File: config.mk
export PLATFORM = sky130hd
export DESIGN_NAME = fv_bank_cntl
export DESIGN_NICKNAME = d
export VERILOG_FILES = /design/src/rtl/fv_bank_cntl_pkg.sv /design/src/rtl/fv_beat_fifo.sv /design/src/rtl/fv_bank_cntl.sv
export SDC_FILE = /design/constraint.sdc
export NUM_CORES = 1
export LEC_CHECK = 0
export CAP_MARGIN = 20
export CELL_PAD_IN_SITES_DETAIL_PLACEMENT = 0
export CELL_PAD_IN_SITES_GLOBAL_PLACEMENT = 1
export CORE_MARGIN = 3
export CORE_UTILIZATION = 30
export CTS_CLUSTER_DIAMETER = 80
export DETAILED_ROUTE_END_ITERATION = 10
export GPL_TIMING_DRIVEN = 1
export MAX_ROUTING_LAYER = met4
export PLACE_DENSITY_LB_ADDON = 0.1
export SLEW_MARGIN = 20
export SYNTH_ARGS = -nofsm -noshare
export SYNTH_HDL_FRONTEND = slang
export SYNTH_HIERARCHICAL = 1
export SYNTH_SLANG_ARGS = --single-unit
File: constraint.sdc
create_clock -name clk -period 3 [get_ports clk]
set_input_delay 0.6 -clock clk [delete_from_list [all_inputs] [get_ports clk]]
set_output_delay 0.6 -clock clk [all_outputs]
set_load 0.01 [all_outputs]
File: src/rtl/fv_bank_cntl_pkg.sv
// Shared types for the FV bank read path: request/beat structs, controller state enum and
// default widths taken from the FV width macros.
`ifndef FV_DATA_W
`define FV_DATA_W 16
`endif
`ifndef FV_ADDR_W
`define FV_ADDR_W 2
`endif
`ifndef FV_TAG_W
`define FV_TAG_W 4
`endif
`ifndef FV_BURST_LEN
`define FV_BURST_LEN 4
`endif

package fv_bank_cntl_pkg;

  localparam int DEF_DATA_W    = `FV_DATA_W;
  localparam int DEF_ADDR_W    = `FV_ADDR_W;
  localparam int DEF_TAG_W     = `FV_TAG_W;
  localparam int DEF_BURST_LEN = `FV_BURST_LEN;

  typedef struct packed {
    logic                  valid;
    logic [DEF_TAG_W-1:0]  pe_tag;
    logic [DEF_ADDR_W-1:0] fv_bank_addr;
  } fv_req_t;

  typedef struct packed {
    logic                  valid;
    logic [DEF_DATA_W-1:0] data;
    logic [DEF_TAG_W-1:0]  pe_tag;
    logic                  last;
  } fv_beat_t;

  typedef enum logic [1:0] {
    S_IDLE  = 2'd0,
    S_ISSUE = 2'd1,
    S_DRAIN = 2'd2
  } fv_bank_cntl_state_t;

endpackage

File: src/rtl/fv_beat_fifo.sv
// Two-entry synchronous FIFO with occupancy count; head is visible combinationally.
// A pop on an empty FIFO is ignored; a push into a full FIFO without a pop is an error.
module fv_beat_fifo #(
  parameter int W = 17
) (
  input  logic         clk,
  input  logic         reset,
  input  logic         push,
  input  logic [W-1:0] push_data,
  input  logic         pop,
  output logic [W-1:0] head,
  output logic         empty,
  output logic [1:0]   count
);

  logic [W-1:0] mem [2];
  logic         wr_ptr;
  logic         rd_ptr;
  logic         do_pop;

  assign empty  = (count == 2'd0);
  assign do_pop = pop & ~empty;
  assign head   = mem[rd_ptr];

  always_ff @(posedge clk) begin
    if (reset) begin
      mem[0] <= '0;
      mem[1] <= '0;
      wr_ptr <= 1'b0;
      rd_ptr <= 1'b0;
      count  <= 2'd0;
    end else begin
      if (push) begin
        mem[wr_ptr] <= push_data;
      end
      wr_ptr <= wr_ptr ^ push;
      rd_ptr <= rd_ptr ^ do_pop;
      count  <= count + 2'(push) - 2'(do_pop);
    end
  end

  a_no_overflow: assert property (@(posedge clk) disable iff (reset)
    !(push && !do_pop && count == 2'd2));

endmodule

File: src/rtl/fv_bank_cntl.sv
// Per-bank FV read controller: one request -> BURST_LEN SRAM reads -> BURST_LEN beats to the PE.
// Reads are credit-limited so FIFO entries plus the in-flight read never exceed two.
module fv_bank_cntl
  import fv_bank_cntl_pkg::*;
#(
  parameter int DATA_W    = DEF_DATA_W,
  parameter int ADDR_W    = DEF_ADDR_W,
  parameter int TAG_W     = DEF_TAG_W,
  parameter int BURST_LEN = DEF_BURST_LEN
) (
  input  logic                                 clk,
  input  logic                                 reset,
  input  logic                                 req_valid,
  input  logic [TAG_W-1:0]                     req_pe_tag,
  input  logic [ADDR_W-1:0]                    req_bank_addr,
  output logic                                 bank_busy,
  output logic                                 req_drop,
  output logic                                 mem_ren,
  output logic [ADDR_W+$clog2(BURST_LEN)-1:0]  mem_raddr,
  input  logic [DATA_W-1:0]                    mem_rdata,
  output logic                                 out_valid,
  input  logic                                 out_ready,
  output logic [DATA_W-1:0]                    out_data,
  output logic [TAG_W-1:0]                     out_pe_tag,
  output logic                                 out_last
);

  localparam int WIDX_W = $clog2(BURST_LEN);
  localparam logic [WIDX_W-1:0] LAST_IDX = WIDX_W'(BURST_LEN - 1);

  fv_bank_cntl_state_t state, state_nxt;

  logic [TAG_W-1:0]  tag_q;
  logic [ADDR_W-1:0] row_q;
  logic [WIDX_W-1:0] issue_idx;
  logic              inflight;
  logic              inflight_last;
  logic              drop_q;

  logic [1:0]        fifo_count;
  logic              fifo_empty;
  logic [DATA_W:0]   head_ent;
  logic              head_last;
  logic              pop;
  logic [2:0]        occ;
  logic              issue_last;

  assign out_valid  = ~fifo_empty;
  assign pop        = out_valid & out_ready;
  assign head_last  = head_ent[0];
  assign out_data   = head_ent[DATA_W:1];
  assign out_last   = out_valid & head_last;
  assign out_pe_tag = tag_q;
  assign bank_busy  = (state != S_IDLE);
  assign req_drop   = drop_q;

  // Occupancy as it will stand after this cycle's pop; a read is allowed only if it fits.
  assign occ        = 3'(fifo_count) + 3'(inflight) - 3'(pop);
  assign mem_ren    = (state == S_ISSUE) && (occ < 3'd2);
  assign issue_last = mem_ren && (issue_idx == LAST_IDX);
  assign mem_raddr  = {row_q, issue_idx};

  always_ff @(posedge clk) begin
    if (reset) begin
      state <= S_IDLE;
    end else begin
      state <= state_nxt;
    end
  end

  always_comb begin
    state_nxt = state;
    case (state)
      S_IDLE:  if (req_valid)         state_nxt = S_ISSUE;
      S_ISSUE: if (issue_last)        state_nxt = S_DRAIN;
      S_DRAIN: if (pop && head_last)  state_nxt = S_IDLE;
      default:                        state_nxt = S_IDLE;
    endcase
  end

  always_ff @(posedge clk) begin
    if (reset) begin
      tag_q         <= '0;
      row_q         <= '0;
      issue_idx     <= '0;
      inflight      <= 1'b0;
      inflight_last <= 1'b0;
      drop_q        <= 1'b0;
    end else begin
      if (state == S_IDLE && req_valid) begin
        tag_q     <= req_pe_tag;
        row_q     <= req_bank_addr;
        issue_idx <= '0;
      end else if (mem_ren) begin
        issue_idx <= issue_idx + 1'b1;
      end
      inflight      <= mem_ren;
      inflight_last <= issue_last;
      drop_q        <= req_valid && (state != S_IDLE);
    end
  end

  // Clearing inflight on reset is what makes a read returning after reset harmless.
  fv_beat_fifo #(.W(DATA_W + 1)) u_fifo (
    .clk       (clk),
    .reset     (reset),
    .push      (inflight),
    .push_data ({mem_rdata, inflight_last}),
    .pop       (pop),
    .head      (head_ent),
    .empty     (fifo_empty),
    .count     (fifo_count)
  );

endmodule
* Word-level counts from Yosys, hierarchy flattened *
Memory sizes are Yosys's and may differ from the RTL's. A register that Yosys moved wholly into a read port is not among the register bits.
Cells that the tools add are included.

word-level totals
  word-level logic and storage cells = 53
  output and inout port bits = 29
  register bits after elaboration = 17
  bits in writable memories = 34
  memories kept = 1

cells by class
  muxes and demuxes = 13
  add/subtract/negate cells = 5
  eq/ne operators = 6
  order comparisons = 1
  reduce and logical (&&, ||, !) cells = 11
  bitwise gates (word level) = 6

memory list
  memory      depth  bits a word  rd ports  clocked after Yosys merged registers in  wr ports  RTL line            RTL
  u_fifo.mem  2      17           1         1                                        2         fv_beat_fifo.sv:16  logic [W-1:0] mem [2];

operators with widths
  kind                                                 number
  two-way mux 17 bit                                   1
  OR reduction 17 bit                                  1
  two-way mux 1 bit                                    8
  two-way mux 2 bit                                    3
  inequality test 2 bit, second input constant         3
  one-hot mux 2 bit (3 select lines)                   1
  logical AND 1 bit                                    5
  equality test 2 bit, second input constant           2
  logical NOT 2 bit                                    2
  adder 2 x 1 -> 3 bit                                 1
  AND 1 bit                                            3
  < comparator 3 x 2 -> 1 bit, second input constant   1
  AND reduction 3 bit                                  1
  subtractor 3 x 1 -> 3 bit                            1
  adder 2 x 1 -> 2 bit                                 1
  adder 2 x 1 -> 2 bit, second input constant          1
  equality test 2 x 1 -> 1 bit, second input constant  1
  nonzero test 2 bit                                   1
  OR reduction 2 bit                                   1
  subtractor 2 x 1 -> 2 bit                            1
  XOR 1 bit                                            2
  NOT 1 bit                                            1

* Depth between registers and ports, before layout *
Gate-level depths: netlist of the first run.

  depth in word-level cells = 9
  mapped depth = 8
  mapped depth without buffers = 8

* Modules after synthesis *
Netlist of the first run, hierarchy kept.

by module, submodules not included
  module        times used  area an instance (µm²)  sequential area each (µm²)  cells an instance
  fv_beat_fifo  1           1762.9                  1101.1                      114
  fv_bank_cntl  1           574.3                   260.2                       54

* Least setup slack after synthesis of the first run *
OpenSTA, ideal clock, no wires.

  kind = input-to-output
  start = input port out_ready
  end = output port mem_ren
  stages on the path = 6
  data arrival time = 2.038 ns
  slack = 0.362 ns
  buffers on the path = 0
  path through = nor2b_1 nor2b_1 o21ai_0 fa_1 nand3b_4 nor2_1

on the way
  word-level cells in the longest chain between the ends = 4

RTL lines
  item                         RTL line            RTL
  start, declared              fv_bank_cntl.sv:22  input logic out_ready,
  AND 1 bit                    fv_bank_cntl.sv:49  assign pop = out_valid & out_ready;
  subtractor 3 x 1 -> 3 bit    fv_bank_cntl.sv:58  assign occ = 3'(fifo_count) + 3'(inflight) - 3'(pop);
  < comparator 3 x 2 -> 1 bit  fv_bank_cntl.sv:59  assign mem_ren = (state == S_ISSUE) && (occ < 3'd2);
  logical AND 1 bit            fv_bank_cntl.sv:59
  end, declared                fv_bank_cntl.sv:18  output logic mem_ren,

Every way passes these cells.

* Worst setup path after layout of the first run *
  start = register u_fifo.count[0]
  end = output port mem_ren

on the way
  word-level cells in the longest chain between the ends = 6

RTL lines
  item                         RTL line            RTL
  start, declared              fv_beat_fifo.sv:13  output logic [1:0] count
  start signal, assigned       fv_beat_fifo.sv:38  count <= count + 2'(push) - 2'(do_pop);
  logical NOT 2 bit            fv_beat_fifo.sv:21  assign empty = (count == 2'd0);
  via fifo_empty               fv_bank_cntl.sv:41  logic fifo_empty;
  NOT 1 bit                    fv_bank_cntl.sv:48  assign out_valid = ~fifo_empty;
  AND 1 bit                    fv_bank_cntl.sv:49
  via pop                      fv_bank_cntl.sv:44  logic pop;
  subtractor 3 x 1 -> 3 bit    fv_bank_cntl.sv:58
  < comparator 3 x 2 -> 1 bit  fv_bank_cntl.sv:59
  logical AND 1 bit            fv_bank_cntl.sv:59

The timed path passes the listed nets, and every way through them passes these cells.

==> results.yml, run 1 <==
setup_path:
  cp_num_buf_inv: 2
  crit_required_ps: 2400
  cpMostUsedCell: "buf_6"
  worstPathMaxFanout: 5
  cpPeakStageDelay_ps: 570
  worstPathArrival_ps: 2230
  crit_chain: "nor2_1, nor2b_4, buf_6, nor2b_1, o21ai_1, fa_2, nand3b_4, nor2_4, buf_6"
  r2r_start: "u_fifo/count[0]$_SDFF_PP0_"
  cp_top_family: "simple AND/OR/NAND/NOR gates"
  critPathCaptureType: "primary output"
  worst-setup-path-type: "flip-flop to primary output"
  worst_path_max_delay_cell: "fa_2"
  worst_setup_path_start_kind: "flip-flop"
  critPathLaunch: "u_fifo/count[0]$_SDFF_PP0_"
synth:
  postSynthCellCount: 168
  yosysMostFrequentCell: "edfxtp_1"
  ys_seq_elements: 51
  synthArstFlopShare_pct: 0
  syn-cell-area_mm2: 0.00234
  synth_seq_area_share_pct: 58.2
  yosysTopAreaCellShare_pct: 43.7
  avgSynthCellArea_um2: 13.9
  yosysUniqueCellTypes: 34
  synth_common_cells: "edfxtp_1, mux2_2, and2_1"
  synthTopCellsByArea: "edfxtp_1, dfxtp_1, mux2_2, and2_1, and2_4"
  syn_nets: 198
  ys_warn_count: 6
  yosysTopAreaCell: "edfxtp_1"
  synth_ff_type: "edfxtp_1"
  synth_edf_count: 34
drt:
  routedWlPerCell_um: 13.6
  vias: 1424
  drt_iter0_markers: 59
  vias_per_cell: 4.29
  routed_wl_mm: 4.53
  drt_pass1_iterations: 4
  drcViolationCount: 0
  drtAntennaViolNets: 0
flow_run:
  maxCapViolCount: 0
clock_network:
  clock-sinks: 51
  cts_made_buffers: 5
  clk_pin_slew_ps: 90
  cts_buffer_depth: 2
  h-tree-depth: 2
  cts_tree: "built"
  cts_root_buf: "clkbuf_8"
  clk-insertion-delay-late_ps: 300
  postCtsHoldBufs: 0
timing:
  worstMarginPinSlew_ps: 692
  grt_setup_unrepaired: "false"
  min_period_over_period_pct: 94.4
  setup_tns_ps: 0
  timing.fmax_mhz: 353
  drv_slew: 0
  relSlewSlack_pct: 53.8
  layout_min_cycle_time_ps: 2830
  setup_viol: 0
  skew_ps: 3.13
  hold_viol_final: 0
global_routing:
  track_usage_pct: 11.1
  antenna_found_initial: 0
  grt_max_degree: 18
  grt.overflow.total: 0
  grt_pass1_wl_mm: 7.32
  grt_pass1_vias: 1488
place:
  numPortBuffers: 54
  dpl_cell_area_mm2: 0.00300
  gp_congestion: 0.761
  dp_hpwl_mm: 3.23
floorplanning:
  io_pins: 55
  initial_core_util_pct: 31.5
  core_area_mm2: 0.00741
  die_area_mm2: 0.00889
  die_h_um: 94.3
  die_w_um: 94.3
  rows: 31
pwr:
  power_w: 0.00151
  p_leak_nw: 1.23
  power_density_mw_per_mm2: 482
  peakVddDrop_uv: 170
cells_and_area:
  areaGrowthSynthToFinish_pct: 33.9
  seqCellArea_mm2: 0.00136
  antenna_cells: 0
  fin_nets: 262
  drive_above_1_share_pct: 30.0
  multi_input_comb_area_um2: 916
  nFillCells: 714
  stdcell_area_mm2: 0.00313
run_status:
  status: "finished clean"
hold_path:
  hp-start: "out_pe_tag[1]$_SDFFE_PP0P_"
  min_path_type: "flip-flop to flip-flop"
[cell families after synthesis]
group	synth area share, %
AND/OR/NAND/NOR	19.0
flip-flops	58.2
multiplexers	11.7
buffers and inverters	3.75
AO/OA/AOI/OAI	3.10
adder cells (fa/ha/maj)	2.46
XOR/XNOR	1.71
[metrics by stage]
| stage | hold WS, ps | setup WS (ps) | utilization (%) | instances |
|---|---|---|---|---|
| floorplan | 464 | 362 | - | 168 |
| global placement | 477 | -427 | 40.6 | 323 |
| detailed placement | 485 | -461 | 40.6 | 323 |
| CTS | 508 | 12.1 | 42.0 | 331 |
| finish | 503 | 168 | 42.3 | 332 |
| global route | 547 | 25.4 | 42.3 | 332 |
[registers in the layout, summed over array words and instances, names as in the netlist]
signal	flops
u_fifo/count	2
u_fifo/mem	34
state	2
row_q	2
u_fifo/wr_ptr	1
inflight_last	1
u_fifo/rd_ptr	1
req_drop	1
issue_idx	2
out_pe_tag	4
inflight	1
[tightest hold or removal path, stage by stage, from the launching register on]
cell and delay [ps]:
dfxtp_1 340, mux2i_1 60, nor2_1 70
[layer usage]
layer | share of wire, % | GRT usage (%) | up-vias | wire (um)
li1 | - | - | 707 | -
met1 | 42 | 12.9 | 683 | 1890
met2 | 53 | 18.8 | 28 | 2380
met3 | 4.4 | 2.64 | 6 | 197
met4 | 1.3 | 3.61 | 0 | 57
met5 | 0 | - | - | 0
[area by class of cell]
class	instances	share of cell area, %
sequential	51	43.5
multi-input combinational	105	29.3
timing repair buffer	65	20.1
tap	99	3.96
clock buffer	5	2.20
clock inverter	3	0.480
inverter	4	0.480
[cells in the final DEF (no fill, tap or decap), types with 2 or more instances in the layout]
cell and count:
and2_2 7, buf_4 10, and2b_2 2, clkdlybuf4s50_1 52, ha_1 3, and3b_1 2
dfxtp_1 17, clkinv_2 2, and2_4 10, mux2_2 19, clkbuf_8 5, buf_6 2
and2_1 18, nor2_1 12, mux2i_1 6, a21o_2 2, nor2b_1 2, nor3b_1 3
inv_1 4, edfxtp_1 34
[worst paths after layout]
path	end	slack, ps	cells past startpoint
worst max-delay path	mem_ren	170	9
worst min-delay path	out_pe_tag[1]$_SDFFE_PP0P_	500	2
worst max register to register	issue_idx[1]$_SDFFE_PP0P_	540	11
worst min register to register	out_pe_tag[1]$_SDFFE_PP0P_	500	2
[report_power, final]
part / switching [W] / total [W] / internal, W
logic: 0.000126 / 0.000307 / 0.000180
clock network: 0.000221 / 0.000380 / 0.000159
registers: 0.0000235 / 0.000823 / 0.000799
[repair_timing]
item	CTS	global route
setup endpoints to repair	1	1
buffers inserted	0	1
pin swaps	1	3
resized for setup	12	3
No activity file was read; power rests on OpenSTA's default activity.
==> inputs of run 2 (changes only) <==
--- a/config.mk
+++ b/config.mk
@@ -9,8 +9,8 @@
 export CELL_PAD_IN_SITES_DETAIL_PLACEMENT = 0
 export CELL_PAD_IN_SITES_GLOBAL_PLACEMENT = 1
 export CORE_MARGIN = 3
-export CORE_UTILIZATION = 30
-export CTS_CLUSTER_DIAMETER = 80
+export CORE_UTILIZATION = 40
+export CTS_CLUSTER_DIAMETER = 50
 export DETAILED_ROUTE_END_ITERATION = 10
 export GPL_TIMING_DRIVEN = 1
 export MAX_ROUTING_LAYER = met4
==> run 2 against run 1 <==
Compared with the run above: flip-flop and latch count did not move; via count increased by 1.1%; utilization grew 14 points; clock skew up 2.6 ps; worst hold slack better by 8.0 ps; total power grew 5.0%; worst setup slack worse by 120 ps; cell count shrank 8.4%; routed wire length shrank 6.0%; die area decreased by 24%; design area fell by 0.52%; sequential power about the same.
==> results.yml, run 2 (synthesis results as in run 1) <==
clock_network:
  clk_pin_slew_ps: 80
  h-tree-depth: 2
  postCtsHoldBufs: 0
  cts_buffer_depth: 2
  cts_root_buf: "clkbuf_8"
  cts_tree: "built"
  clk-insertion-delay-late_ps: 290
  clock-sinks: 51
  cts_made_buffers: 5
drt:
  drt_pass1_iterations: 4
  drt_iter0_markers: 26
  routedWlPerCell_um: 14.0
  routed_wl_mm: 4.26
  drcViolationCount: 0
  vias_per_cell: 4.73
  drtAntennaViolNets: 0
  vias: 1439
cells_and_area:
  fin_cells: 304
  fin_nets: 261
  areaGrowthSynthToFinish_pct: 33.2
  top_register: "u_fifo/mem"
  mostFrequentLayoutCells: "clkdlybuf4s50_1, edfxtp_1, mux2_2"
  nFillCells: 494
  final_util_pct: 55.9
  largest_reg_flops: 34
  drive_above_1_share_pct: 28.9
  final_common_cell: "clkdlybuf4s50_1"
  antenna_cells: 0
setup_path:
  cpPeakStageDelay_ps: 550
  worstPathArrival_ps: 2350
  reg2reg_to: "issue_idx[1]$_SDFFE_PP0P_"
  r2r_slack_ps: 540
  cpMostUsedCell: "buf_6"
  cp_top_family: "buffers and inverters"
  worst_setup_path_start_kind: "primary input"
  critPathCaptureType: "primary output"
  r2r_cells: 11
  r2r_start: "u_fifo/count[0]$_SDFF_PP0_"
  cp_num_buf_inv: 3
  worst_path_max_delay_cell: "fa_2"
  crit_required_ps: 2400
  worst-setup-path-type: "primary input to primary output"
  worstPathMaxFanout: 4
  crit_chain: "clkdlybuf4s50_1, nor2b_4, buf_6, nor2b_1, o21ai_1, fa_2, nand3b_4, nor2_4, buf_6"
floorplanning:
  io_pins: 55
  rows: 27
  die_w_um: 82.4
  die_area_mm2: 0.00680
  initial_core_util_pct: 41.9
  core_area_mm2: 0.00557
  die_h_um: 82.4
hold_path:
  min_path_type: "flip-flop to flip-flop"
  hp-start: "row_q[0]$_SDFFE_PP0P_"
  hold_end: "row_q[0]$_SDFFE_PP0P_"
  hold_depth: 2
timing:
  setup_ws_ps: 51.5
  hold_viol_final: 0
  layout_min_cycle_time_ps: 2950
  drv_slew: 0
  min_period_over_period_pct: 98.3
  relSlewSlack_pct: 57.5
  setup_viol: 0
  skew_ps: 5.75
  timing.fmax_mhz: 339
  worstMarginPinSlew_ps: 638
place:
  dp.cells: 295
  numPortBuffers: 54
  dp_hpwl_mm: 3.03
  pre_cts_ws_ps: -475
  gp_congestion: 0.792
run_status:
  status: "finished clean"
global_routing:
  grt_pass1_vias: 1552
  antenna_found_initial: 0
  grt_pass1_wl_mm: 7.02
  track_usage_pct: 14.4
  grt.overflow.total: 0
  grt_max_degree: 18
flow_run:
  maxCapViolCount: 0
pwr:
  power_density_mw_per_mm2: 509
  power_w: 0.00159
  p_leak_nw: 1.22
  peakVddDrop_uv: 241
run 2: worst max path at each step:
stage	from	end	slack [ps]	depth (start not counted)
after floorplan	out_ready	mem_ren	360	6
after global placement	out_ready	mem_ren	-450	8
after detailed placement	out_ready	mem_ren	-480	8
after CTS	out_ready	mem_ren	10	9
after global routing	out_ready	mem_ren	-5	8
final	out_ready	mem_ren	50	9
run 2: worst reg2reg max path: cells and delay by family, from the launching register on:
family | cells | cell delay, ps
AO/OA/AOI/OAI | 1 | 90
AND/OR/NAND/NOR | 5 | 680
buffers and inverters | 3 | 330
multiplexers | 1 | 320
adder cells (fa/ha/maj) | 1 | 550
flip-flops | 1 | 370
run 2: stage by stage:
step	area (um^2)	setup TNS (ps)	hold WS [ps]
6_report	3110	0	511
5_1_grt	3110	-4.58	541
4_1_cts	3080	0	520
3_5_place_dp	2960	-475	494
3_3_place_gp	2960	-451	475
2_1_floorplan	2340	0	464
run 2: metal layers:
metal | track usage, % | share of wire [%]
met1 | 15.9 | 40
met2 | 25.0 | 54
met3 | 3.69 | 4.2
met4 | 4.98 | 1.4
met5 | - | 0
run 2: power by group:
part	total, W	switching, W	leakage, nW	internal, W
Clock	0.000457	0.000208	0.0524	0.000250
Combinational	0.000306	0.000126	0.677	0.000181
Sequential	0.000822	0.0000226	0.493	0.000799
Total	0.00159	0.000356	1.22	0.00123
run 2: area by class of cell:
| type | count | area [um^2] | share of cell area [%] |
|---|---|---|---|
| Clock buffer | 7 | 76.3 | 2.45 |
| Clock inverter | 1 | 30.0 | 0.964 |
| Inverter | 4 | 15.0 | 0.482 |
| Multi-Input combinational cell | 105 | 921 | 29.6 |
| Sequential cell | 51 | 1360 | 43.7 |
| Tap cell | 72 | 90.1 | 2.89 |
| Timing Repair Buffer | 64 | 621 | 19.9 |
run 2: what timing repair did:
action | 4_1_cts | 5_1_grt
resized for setup | 10 | 5
buffers inserted | 0 | 1
endpoints found under the setup margin | 1 | 1
pin swaps | 1 | 3
==> inputs of run 3 (changes only) <==
--- a/config.mk
+++ b/config.mk
@@ -5,11 +5,12 @@
 export SDC_FILE = /design/constraint.sdc
 export NUM_CORES = 1
 export LEC_CHECK = 0
+export ABC_AREA = 1
 export CAP_MARGIN = 20
-export CELL_PAD_IN_SITES_DETAIL_PLACEMENT = 0
+export CELL_PAD_IN_SITES_DETAIL_PLACEMENT = 1
 export CELL_PAD_IN_SITES_GLOBAL_PLACEMENT = 1
 export CORE_MARGIN = 3
-export CORE_UTILIZATION = 40
+export CORE_UTILIZATION = 38
 export CTS_CLUSTER_DIAMETER = 50
 export DETAILED_ROUTE_END_ITERATION = 10
 export GPL_TIMING_DRIVEN = 1
==> run 3 against run 2 <==
Compared with the run above: routed wire length grew 12%; register-to-register slack gained 420 ps; clock skew grew 1.8 ps; combinational power shrank 17%; critical path type unchanged; largest cell class unchanged.
==> results.yml, run 3 <==
cells_and_area:
  final_common_cell: "nor2_1"
  drive_above_1_share_pct: 18.1
  final_util_pct: 54.5
  antenna_cells: 0
  areaGrowthSynthToFinish_pct: 33.8
  largest_reg_flops: 34
  fin_nets: 316
  stdcell_area_mm2: 0.00311
  mostFrequentLayoutCells: "nor2_1, clkdlybuf4s50_1, inv_1"
  top_register: "u_fifo/mem"
drt:
  drtAntennaViolNets: 0
  drcViolationCount: 0
  drt_pass1_iterations: 4
  drt_iter0_markers: 98
  routed_wl_mm: 4.77
  vias_per_cell: 4.63
  routedWlPerCell_um: 13.3
  vias: 1661
global_routing:
  grt_max_degree: 19
  antenna_found_initial: 0
  grt.overflow.total: 0
  track_usage_pct: 15.0
  grt_pass1_wl_mm: 8.27
  grt_pass1_vias: 1795
setup_path:
  worst_path_max_delay_cell: "fa_1"
  cpPeakStageDelay_ps: 480
  worstPathArrival_ps: 2270
  critPathCaptureType: "primary output"
  r2r_cells: 11
  worstPathMaxFanout: 3
  worst_setup_path_start_kind: "primary input"
  cpMostUsedCell: "inv_1"
  crit_chain: "clkdlybuf4s50_1, inv_1, nor3_2, o21ai_1, fa_1, inv_1, nor2_4, nand2_2, inv_2, clkbuf_2"
  crit_required_ps: 2400
  worst-setup-path-type: "primary input to primary output"
synth:
  synth_seq_area_share_pct: 58.5
  postSynthCellCount: 217
  syn-cell-area_mm2: 0.00233
  yosysTopAreaCellShare_pct: 43.9
  synth_edf_count: 34
  synth_common_cells: "nor2_1, inv_1, edfxtp_1"
  syn_nets: 247
  synthArstFlopShare_pct: 0
  avgSynthCellArea_um2: 10.7
  ys_seq_elements: 51
  synthTopCellsByArea: "edfxtp_1, dfxtp_1, nor2_1, inv_1, mux2_4"
  yosysUniqueCellTypes: 27
  synth_ff_type: "edfxtp_1"
  ys_warn_count: 6
  yosysTopAreaCell: "edfxtp_1"
  yosysMostFrequentCell: "nor2_1"
clock_network:
  cts_root_buf: "clkbuf_8"
  postCtsHoldBufs: 0
  clk-insertion-delay-late_ps: 290
  cts_made_buffers: 5
  clk_pin_slew_ps: 90
  postCtsSetupBuffers: 0
  cts_tree: "built"
  h-tree-depth: 2
  cts_buffer_depth: 2
  clock-sinks: 51
place:
  dp_hpwl_mm: 3.51
  dpl_cell_area_mm2: 0.00301
  numPortBuffers: 54
  pre_cts_ws_ps: -379
  gp_congestion: 0.731
timing:
  setup_viol: 0
  worstMarginPinSlew_ps: 447
  grt_setup_unrepaired: "false"
  setup_ws_ps: 134
  timing.fmax_mhz: 349
  layout_min_cycle_time_ps: 2870
  drv_slew: 0
  min_period_over_period_pct: 95.5
  relSlewSlack_pct: 70.1
  hold_ws_ps: 511
  hold_viol_final: 0
  skew_ps: 7.53
pwr:
  power_density_mw_per_mm2: 489
  swShare_pct: 22.8
  clkPwrFrac_pct: 30.2
  power.switching_w: 0.000347
  peakVddDrop_uv: 231
  p_comb_share_pct: 16.8
  intPower_w: 0.00117
  seqPwrFrac_pct: 53.0
  p_leak_nw: 1.34
floorplanning:
  die_area_mm2: 0.00710
  initial_core_util_pct: 40.8
  rows: 27
  io_pins: 55
  die_h_um: 84.3
  die_w_um: 84.3
  core_area_mm2: 0.00571
hold_path:
  min_path_type: "flip-flop to flip-flop"
  hold_depth: 2
run_status:
  status: "finished clean"
flow_run:
  maxCapViolCount: 0
run 3: layout make-up:
| class | count | area [um^2] |
|---|---|---|
| inverters | 39 | 149 |
| repair buffers | 66 | 638 |
| clock inverters | 1 | 30.0 |
| clock buffers | 7 | 76.3 |
| fillers | 646 | 2600 |
| multi-input cells | 123 | 768 |
| flip-flops and latches | 51 | 1360 |
| well taps | 72 | 90.1 |
run 3: path summary, 6_finish.rpt:
path                              start                          to  slack, ps
max                           out_ready                     mem_ren        130
min          out_pe_tag[2]$_SDFFE_PP0P_  out_pe_tag[2]$_SDFFE_PP0P_        510
max reg2reg  u_fifo/count[0]$_SDFF_PP0_   issue_idx[1]$_SDFFE_PP0P_        960
min reg2reg  out_pe_tag[2]$_SDFFE_PP0P_  out_pe_tag[2]$_SDFFE_PP0P_        510
run 3: power groups by stage:
stage / clock (W) / sequential (W) / combinational [W]
3_3_place_gp: 0 / 0.000820 / 0.000256
3_5_place_dp: 0 / 0.000822 / 0.000259
6_report: 0.000460 / 0.000806 / 0.000255
5_1_grt: 0.000513 / 0.000812 / 0.000283
2_1_floorplan: 0 / 0.000824 / 0.000120
4_1_cts: 0.000479 / 0.000807 / 0.000261
run 3: stage by stage:
step	cells	power, W	TNS (ps)
3_3_place_gp	351	0.00108	-323
2_1_floorplan	217	0.000944	0
5_1_grt	359	0.00161	0
4_1_cts	359	0.00155	0
3_5_place_dp	351	0.00108	-379
6_report	359	0.00152	0
run 3: critical path: cells and delay by family:
family                     cells  cell delay (ps)
buffers and inverters          5              730
adders and majority gates      1              480
and+or+nand+nor                3              360
AOI/OAI and AO/OA              1               90
run 3: per-layer routing:
metal,vias up,global-route usage (%),part of all wire (%)
met2,35,26.0,53
met5,-,-,0
met4,0,3.51,1.1
met3,6,3.34,4.0
met1,797,17.8,42
li1,823,-,-
run 3: cell families (layout without fill, tap and decap cells):
| logic type | after synthesis | count (layout) | synth area share (%) |
|---|---|---|---|
| adder cells (fa/ha/maj) | 4 | 4 | 2.47 |
| buffers and inverters | 43 | 113 | 8.71 |
| AND/OR/NAND/NOR | 90 | 90 | 17.8 |
| AO/OA/AOI/OAI | 12 | 12 | 3.01 |
| multiplexers | 17 | 17 | 9.52 |
| flip-flops | 51 | 51 | 58.5 |
run 3: repair_timing:
action,4_1_cts,5_1_grt
pin swaps,0,3
endpoints found under the setup margin,1,1
resized for setup,4,1
hold endpoints to repair,0,0
